### src/rtl/snoop_memoria_responde.sv
// ---------------------------------------------------------------------------
// snoop_memoria_responde
//   Memory-side responder for the snooping coherence bus. It accepts
//   coherence messages from a cache controller and owns the backing block
//   memory (2**ADDR_W entries of DATA_W bits).
//     WRITE_MISS 2'b00 / READ_MISS 2'b01 : collect snoop acks, then answer
//         with block data from memory, or from the exclusive holder if it
//         aborts the memory access and supplies its block.
//     INVALIDATE 2'b10 : collect snoop acks, then answer with data 0.
//     WRITE_BACK 2'b11 : write memory on the accept edge, no response.
//
//   Ports
//     clk, rst_n              clock, synchronous active-low reset
//     req_valid/req_ready     bus message handshake
//     req_msg/addr/src/data   message code, block address, requester id, data
//     snoop_ack               per-cache snoop-complete pulses
//     snoop_abort             exclusive holder aborts the memory access
//     snoop_wb_valid/data     aborting cache presents its block
//     resp_valid/resp_ready   response handshake towards the requester
//     resp_dst/data           destination id and block data
//     resp_from_cache         data came from a cache rather than memory
//     busy                    transaction in flight
//     err_timeout             sticky snoop timeout flag
//
//   Optional feature macro: SNOOP_TIMEOUT_EN
//     Defined   : SNOOP/WAIT_WB give up after SNOOP_TIMEOUT cycles, set
//                 err_timeout and fall back to a memory (or zero) response.
//     Undefined : waits indefinitely, err_timeout is tied to 0.
// ---------------------------------------------------------------------------
module snoop_memoria_responde #(
  parameter int ADDR_W        = 4,
  parameter int DATA_W        = 8,
  parameter int NUM_CACHES    = 3,
  parameter int SNOOP_TIMEOUT = 8
) (
  input  logic                  clk,
  input  logic                  rst_n,
  input  logic                  req_valid,
  output logic                  req_ready,
  input  logic [1:0]            req_msg,
  input  logic [ADDR_W-1:0]     req_addr,
  input  logic [1:0]            req_src,
  input  logic [DATA_W-1:0]     req_data,
  input  logic [NUM_CACHES-1:0] snoop_ack,
  input  logic                  snoop_abort,
  input  logic                  snoop_wb_valid,
  input  logic [DATA_W-1:0]     snoop_wb_data,
  output logic                  resp_valid,
  input  logic                  resp_ready,
  output logic [1:0]            resp_dst,
  output logic [DATA_W-1:0]     resp_data,
  output logic                  resp_from_cache,
  output logic                  busy,
  output logic                  err_timeout
);

  localparam logic [1:0] MSG_INV = 2'b10;
  localparam logic [1:0] MSG_WB  = 2'b11;

  typedef enum logic [2:0] {IDLE, SNOOP, WAIT_WB, MEM_RD, RESP} state_t;

  state_t                  state_q, state_d;
  logic [1:0]              msg_q;
  logic [ADDR_W-1:0]       addr_q;
  logic [1:0]              src_q;
  logic [NUM_CACHES-1:0]   ack_q;
  logic [DATA_W-1:0]       resp_data_q;
  logic                    resp_from_cache_q;
  logic [DATA_W-1:0]       mem_q [2**ADDR_W];

  logic                    accept;
  logic                    is_wb;
  logic [NUM_CACHES-1:0]   ack_all;
  logic [NUM_CACHES-1:0]   ack_mask;
  logic                    acks_done;
  logic                    abort_take;
  logic                    wb_capture;
  logic                    timeout_hit;

  assign accept     = req_valid && req_ready;
  assign is_wb      = (req_msg == MSG_WB);
  assign ack_all    = ack_q | snoop_ack;
  // Every listening cache except the requester must acknowledge.
  assign ack_mask   = ~(NUM_CACHES'(1) << src_q);
  assign acks_done  = ((ack_all & ack_mask) == ack_mask);
  // An abort only matters for misses; invalidates carry no data.
  assign abort_take = snoop_abort && (msg_q != MSG_INV);

`ifdef SNOOP_TIMEOUT_EN
  localparam int CNT_W = $clog2(SNOOP_TIMEOUT + 1);
  logic [CNT_W-1:0] cnt_q;
  logic             err_q;
  logic             to_fire;

  assign timeout_hit = ((state_q == SNOOP) || (state_q == WAIT_WB)) &&
                       (cnt_q == CNT_W'(SNOOP_TIMEOUT - 1));
  // The flag is raised only when the timeout actually decides the exit.
  assign to_fire = timeout_hit &&
                   (((state_q == SNOOP) && !abort_take && !acks_done) ||
                    ((state_q == WAIT_WB) && !snoop_wb_valid));

  always_ff @(posedge clk) begin
    if (!rst_n) begin
      cnt_q <= '0;
      err_q <= 1'b0;
    end else begin
      if (accept)
        cnt_q <= '0;
      else if ((state_q == SNOOP) || (state_q == WAIT_WB))
        cnt_q <= cnt_q + 1'b1;
      if (to_fire)
        err_q <= 1'b1;
    end
  end

  assign err_timeout = err_q;
`else
  assign timeout_hit = 1'b0;
  assign err_timeout = 1'b0;
`endif

  // State register plus datapath and memory updates.
  always_ff @(posedge clk) begin
    if (!rst_n) begin
      state_q           <= IDLE;
      msg_q             <= '0;
      addr_q            <= '0;
      src_q             <= '0;
      ack_q             <= '0;
      resp_data_q       <= '0;
      resp_from_cache_q <= 1'b0;
      for (int i = 0; i < 2**ADDR_W; i++)
        mem_q[i] <= '0;
    end else begin
      state_q <= state_d;
      if (accept) begin
        msg_q  <= req_msg;
        addr_q <= req_addr;
        src_q  <= req_src;
        ack_q  <= '0;
        if (is_wb)
          mem_q[req_addr] <= req_data;
      end
      if (state_q == SNOOP)
        ack_q <= ack_all;
      if (wb_capture) begin
        mem_q[addr_q]     <= snoop_wb_data;
        resp_data_q       <= snoop_wb_data;
        resp_from_cache_q <= 1'b1;
      end
      // SNOOP straight to RESP without a capture is the invalidate answer.
      if ((state_q == SNOOP) && (state_d == RESP) && !wb_capture) begin
        resp_data_q       <= '0;
        resp_from_cache_q <= 1'b0;
      end
      if (state_q == MEM_RD) begin
        resp_data_q       <= mem_q[addr_q];
        resp_from_cache_q <= 1'b0;
      end
    end
  end

  // Next-state logic; abort beats ack completion, completion beats timeout.
  always_comb begin
    state_d    = state_q;
    wb_capture = 1'b0;
    case (state_q)
      IDLE: begin
        if (accept && !is_wb)
          state_d = SNOOP;
      end
      SNOOP: begin
        if (abort_take) begin
          if (snoop_wb_valid) begin
            state_d    = RESP;
            wb_capture = 1'b1;
          end else begin
            state_d = WAIT_WB;
          end
        end else if (acks_done || timeout_hit) begin
          state_d = (msg_q == MSG_INV) ? RESP : MEM_RD;
        end
      end
      WAIT_WB: begin
        if (snoop_wb_valid) begin
          state_d    = RESP;
          wb_capture = 1'b1;
        end else if (timeout_hit) begin
          state_d = MEM_RD;
        end
      end
      MEM_RD:  state_d = RESP;
      RESP: begin
        if (resp_ready)
          state_d = IDLE;
      end
      default: state_d = IDLE;
    endcase
  end

  // Outputs decoded from the current state.
  always_comb begin
    req_ready  = (state_q == IDLE);
    resp_valid = (state_q == RESP);
    busy       = (state_q != IDLE);
  end

  assign resp_dst        = src_q;
  assign resp_data       = resp_data_q;
  assign resp_from_cache = resp_from_cache_q;

endmodule

### config.mk
export PLATFORM = sky130hd
export DESIGN_NAME = snoop_memoria_responde
export DESIGN_NICKNAME = d
export VERILOG_FILES = /design/src/rtl/snoop_memoria_responde.sv
export SDC_FILE = /design/constraint.sdc
export NUM_CORES = 1
export LEC_CHECK = 0
export ABC_AREA = 1
export CAP_MARGIN = 20
export CORE_AREA = 2 2 133 135
export DETAILED_ROUTE_END_ITERATION = 8
export DIE_AREA = 0 0 135 137
export GPL_TIMING_DRIVEN = 1
export PLACE_DENSITY_LB_ADDON = 0.3
export RECOVER_POWER = 25
export SYNTH_ARGS = -nofsm -noshare
export SYNTH_HDL_FRONTEND = slang
export SYNTH_SLANG_ARGS = --single-unit
### constraint.sdc
create_clock -name clk -period 3.3 [get_ports clk]
set_input_delay 0.825 -clock clk [delete_from_list [all_inputs] [get_ports clk]]
set_output_delay 0.825 -clock clk [all_outputs]
set_load 0.02 [all_outputs]
### Word level (Yosys, flattened, before mapping)

Memory sizes are Yosys's and may differ from the RTL's. A register that Yosys moved wholly into a read port is not among the register bits.
Cells that the tools add are included.

| storage, ports and cells | value |
|---|---|
| memory bits (writable) | 128 |
| logic and storage cells | 68 |
| memories kept | 1 |
| output and inout port bits | 15 |
| input port bits | 33 |
| register bits | 23 |

| cells by class | value |
|---|---|
| multiplexer cells | 32 |
| shifts and indexed selects | 1 |
| bitwise gates (word level) | 4 |
| equality and inequality tests | 9 |
| reductions and logical operators | 14 |

Memories:

| name | depth | width | read ports | clocked after memory_dff | wr ports | RTL line | source |
|---|---|---|---|---|---|---|---|
| mem_q | 16 | 8 | 1 | 1 | 16 | 69 | `logic [DATA_W-1:0] mem_q [2**ADDR_W];` |

Operators by type and width:

| cell | number |
|---|---|
| $mux 8 | 5 |
| $mux 3 | 9 |
| $mux 4 | 4 |
| $reduce_or 8->1 | 2 |
| $pmux 3 s5 | 1 |
| $mux 1 | 12 |
| $eq 3x2->1 const B | 2 |
| $eq 3x3->1 const B | 2 |
| $reduce_bool 3->1 | 2 |
| $logic_and 1x1->1 | 5 |
| $eq 2x2->1 const B | 2 |
| $and 3x3->3 | 1 |
| $eq 3x1->1 const B | 1 |
| $eq 3x3->1 | 1 |
| $logic_not 3->1 | 1 |
| $not 3->3 | 1 |
| $or 3x3->3 | 1 |
| $reduce_or 3->1 | 1 |
| $shl 1x2->3 const A | 1 |
| $logic_not 1->1 | 2 |
| $ne 2x2->1 const B | 1 |
| $pmux 1 s2 | 1 |
| $reduce_bool 2->1 | 1 |
| $not 1->1 | 1 |

### Longest topological paths before layout

| depth | value |
|---|---|
| depth after elaboration | 12 |
| mapped depth | 12 |
| depth with buffers taken out | 12 |

### Least setup slack after synthesis

OpenSTA, ideal clock, no wires.

| timing path | value |
|---|---|
| path kind | in2reg |
| start point | input snoop_abort |
| end point | memory mem_q[11][0], enable pin |
| buffers on the path | 1 |
| required time | 2.971 ns |
| stages on the path | 11 |
| arrival time | 2.237 ns |
| setup slack | 0.734 ns |
| library setup time | 0.329 ns |
| cells stage by stage | o21ai_1 > nor2_1 > nand2_1 > nand2_2 > nand2_4 > buf_6 > o21ai_4 > nand2_2 > nor2_4 > nand2_4 > nand2_1 |

RTL lines:

| what | RTL line | source |
|---|---|---|
| start, declared | 45 | `input logic snoop_abort,` |
| end, declared | 69 |  |

==> out/qor.yml <==
status:
  status: "finished clean"
clock_network:
  clock_latency_ps: 430
  post-cts-setup-buffers: 0
  clk_pin_slew_ps: 70
  cts.sinks: 155
  cts_resized: 0
  holdBufCountCts: 0
  htree_levels: 4
  cts_buffer_depth: 2
  root_buffer: "clkbuf_16"
  cts_tree: "done"
  numCtsBuffers: 17
floorplanning:
  chipWidth_um: 135
  core_area_um2: 17100
  start_util_pct: 45.3
  die_h_um: 137
  dieArea_um2: 18500
  rows: 48
  ios: 48
timing:
  finalHoldViolCount: 0
  hold_ws_ps: 479
  slew_headroom_pct: 25.9
  fin_crit_ps: 3020
  tightestPinTransition_ps: 1100
  tns_ps: 0
  drv_slew: 0
  finalSetupViolations: 0
  skew_ps: 9.75
  clock.fmax_mhz: 331
  period_share_pct: 91.6
  rsz0062_at_grt: "no"
detailed_routing:
  dr.first_iter.drc_count: 498
  vias: 6011
  routedWlPerCell_um: 15.7
  totalWireLength_mm: 18.9
  drc: 0
  via_per_inst: 5.01
  postRouteAntennaNets: 0
  drt-pass1-iter-count: 6
global_routing:
  grt_pass1_wl_mm: 30.0
  grt_pass1_vias: 5799
  grt_usage_pct: 21.7
  antenna_found_initial: 0
  grt_remaining_overflow: 0
  grt_max_degree: 65
logic_synthesis:
  synth_area_per_cell_um2: 8.55
  ys_ff_latch: 155
  synth.distinct_cells: 31
  synth_top_area_cell: "edfxtp_1"
  synthCells: 904
  syn-num-nets: 937
  synth_edf_count: 128
  async_flop_share_pct: 0
  yosys_warnings: 0
  synth_area_um2: 7730
  ys.flop_type: "edfxtp_1"
  synth.area.top_cells: "edfxtp_1, nand2_1, dfxtp_1"
  synth_top_cell_area_share_pct: 49.7
  yosysSeqAreaShare_pct: 56.7
setup_path:
  path_class: "in -> reg"
  end_kind: "flop"
  path_cells: "clkdlybuf4s50_1 > clkbuf_1 > nand2_4 > clkbuf_2 > mux2i_2 > clkbuf_2 > nor2_1"
  critPathBufInv: 4
  slowest_delay_ps: 500
  cp_max_fo: 16
  cp.arrival_ps: 3180
  crit_top_cell: "clkbuf_2"
  worstPathRequired_ps: 3460
  crit_family: "buffers and inverters"
  startpoint_type: "input port"
  crit_slowest_cell: "clkdlybuf4s50_1"
final_layout:
  finalNetCount: 994
  antenna_cells: 0
  final_common_cell: "nand2_1"
  layout_common_cells: "nand2_1, nor2_1, edfxtp_1, inv_1, nand3_1"
  area_delta_synth_final_pct: 18.7
  drive_gt1_share_pct: 10.7
placement:
  gp_congestion: 0.839
  io_buffers: 46
  hpwl_mm: 12.4
power_and_ir_drop:
  cellLeakagePower_nw: 4.19
  vdd_ir_drop_max_mv: 0.414
  powerDensity_nw_per_um2: 537
min_path:
  hp-class: "reg -> reg"
run:
  cap_violations: 0
-- layout make-up --
class | instances | area, um2
clock buffers | 26 | 574
flip-flops and latches | 155 | 4390
clock inverters | 6 | 43.8
well taps | 225 | 282
repair buffers | 77 | 697
inverters | 120 | 450
fillers | 1591 | 7880
multi-input cells | 590 | 2750
-- cell usage after synthesis, types with 4 or more instances --
cell type / count
o21ai_2: 4
buf_2: 8
o21ai_0: 14
nand3_1: 107
nand2_1: 254
dfxtp_1: 27
nor2_4: 8
nand2_4: 17
clkbuf_1: 28
inv_1: 117
mux2i_1: 7
edfxtp_1: 128
a21oi_1: 20
nor2_1: 144
-- registers in the layout (all words and copies together), names as in the netlist, named ones only --
name             cells
resp_from_cache      1
mem_q              128
ack_q                3
state_q              3
addr_q               4
msg_q                2
resp_dst             2
resp_data            8
-- per-layer routing --
metal,GRT usage (%),share of wire [%]
met1,28.1,43
met2,35.4,48
met3,4.00,5.9
met4,10.3,3.0
met5,0.278,0
-- worst paths after layout --
check                        startpoint                   endpoint  slack (ps)  depth (start not counted)
setup / recovery                  rst_n  mem_q[9][3]$_SDFFCE_PN0P_         280                          7
hold / removal    ack_q[2]$_SDFFE_PN0P_      ack_q[2]$_SDFFE_PN0P_         480                          2
hold reg to reg   ack_q[2]$_SDFFE_PN0P_      ack_q[2]$_SDFFE_PN0P_         480                          2
setup reg to reg  state_q[0]$_SDFF_PN0_  mem_q[5][7]$_SDFFCE_PN0P_         780                          8
-- worst min-delay path, stage by stage, from the launching register on --
cell and delay [ps]:
dfxtp_1 320, nand2_1 60, a21oi_1 50
-- cell families after synthesis --
logic type	Yosys count	share of synthesized area [%]
muxes	8	1.08
other	1	0.0485
buffers and inverters	159	8.04
and+or+nand+nor	539	31.0
DFF	155	56.7
AOI/OAI and AO/OA	42	3.16
-- power breakdown --
group | switching [W] | leakage, nW | internal, W
combinational | 0.000478 | 2.34 | 0.000220
clock | 0.000790 | 0.308 | 0.00121
sequential | 0.0000373 | 1.54 | 0.00220
-- per-stage QoR --
step / instances / power [W] / setup slack [ps] / area, um2 / util (%)
after floorplan: 904 / 0.00271 / 734 / 7730 / -
after global placement: 1165 / 0.00297 / 43.1 / 8550 / 50.1
after detailed placement: 1165 / 0.00297 / 3.70 / 8550 / 50.1
after CTS: 1197 / 0.00494 / 451 / 9170 / 53.7
after global routing: 1199 / 0.00511 / 137 / 9180 / 53.8
final: 1199 / 0.00493 / 276 / 9180 / 53.8
(Power assumes the default switching activity.)
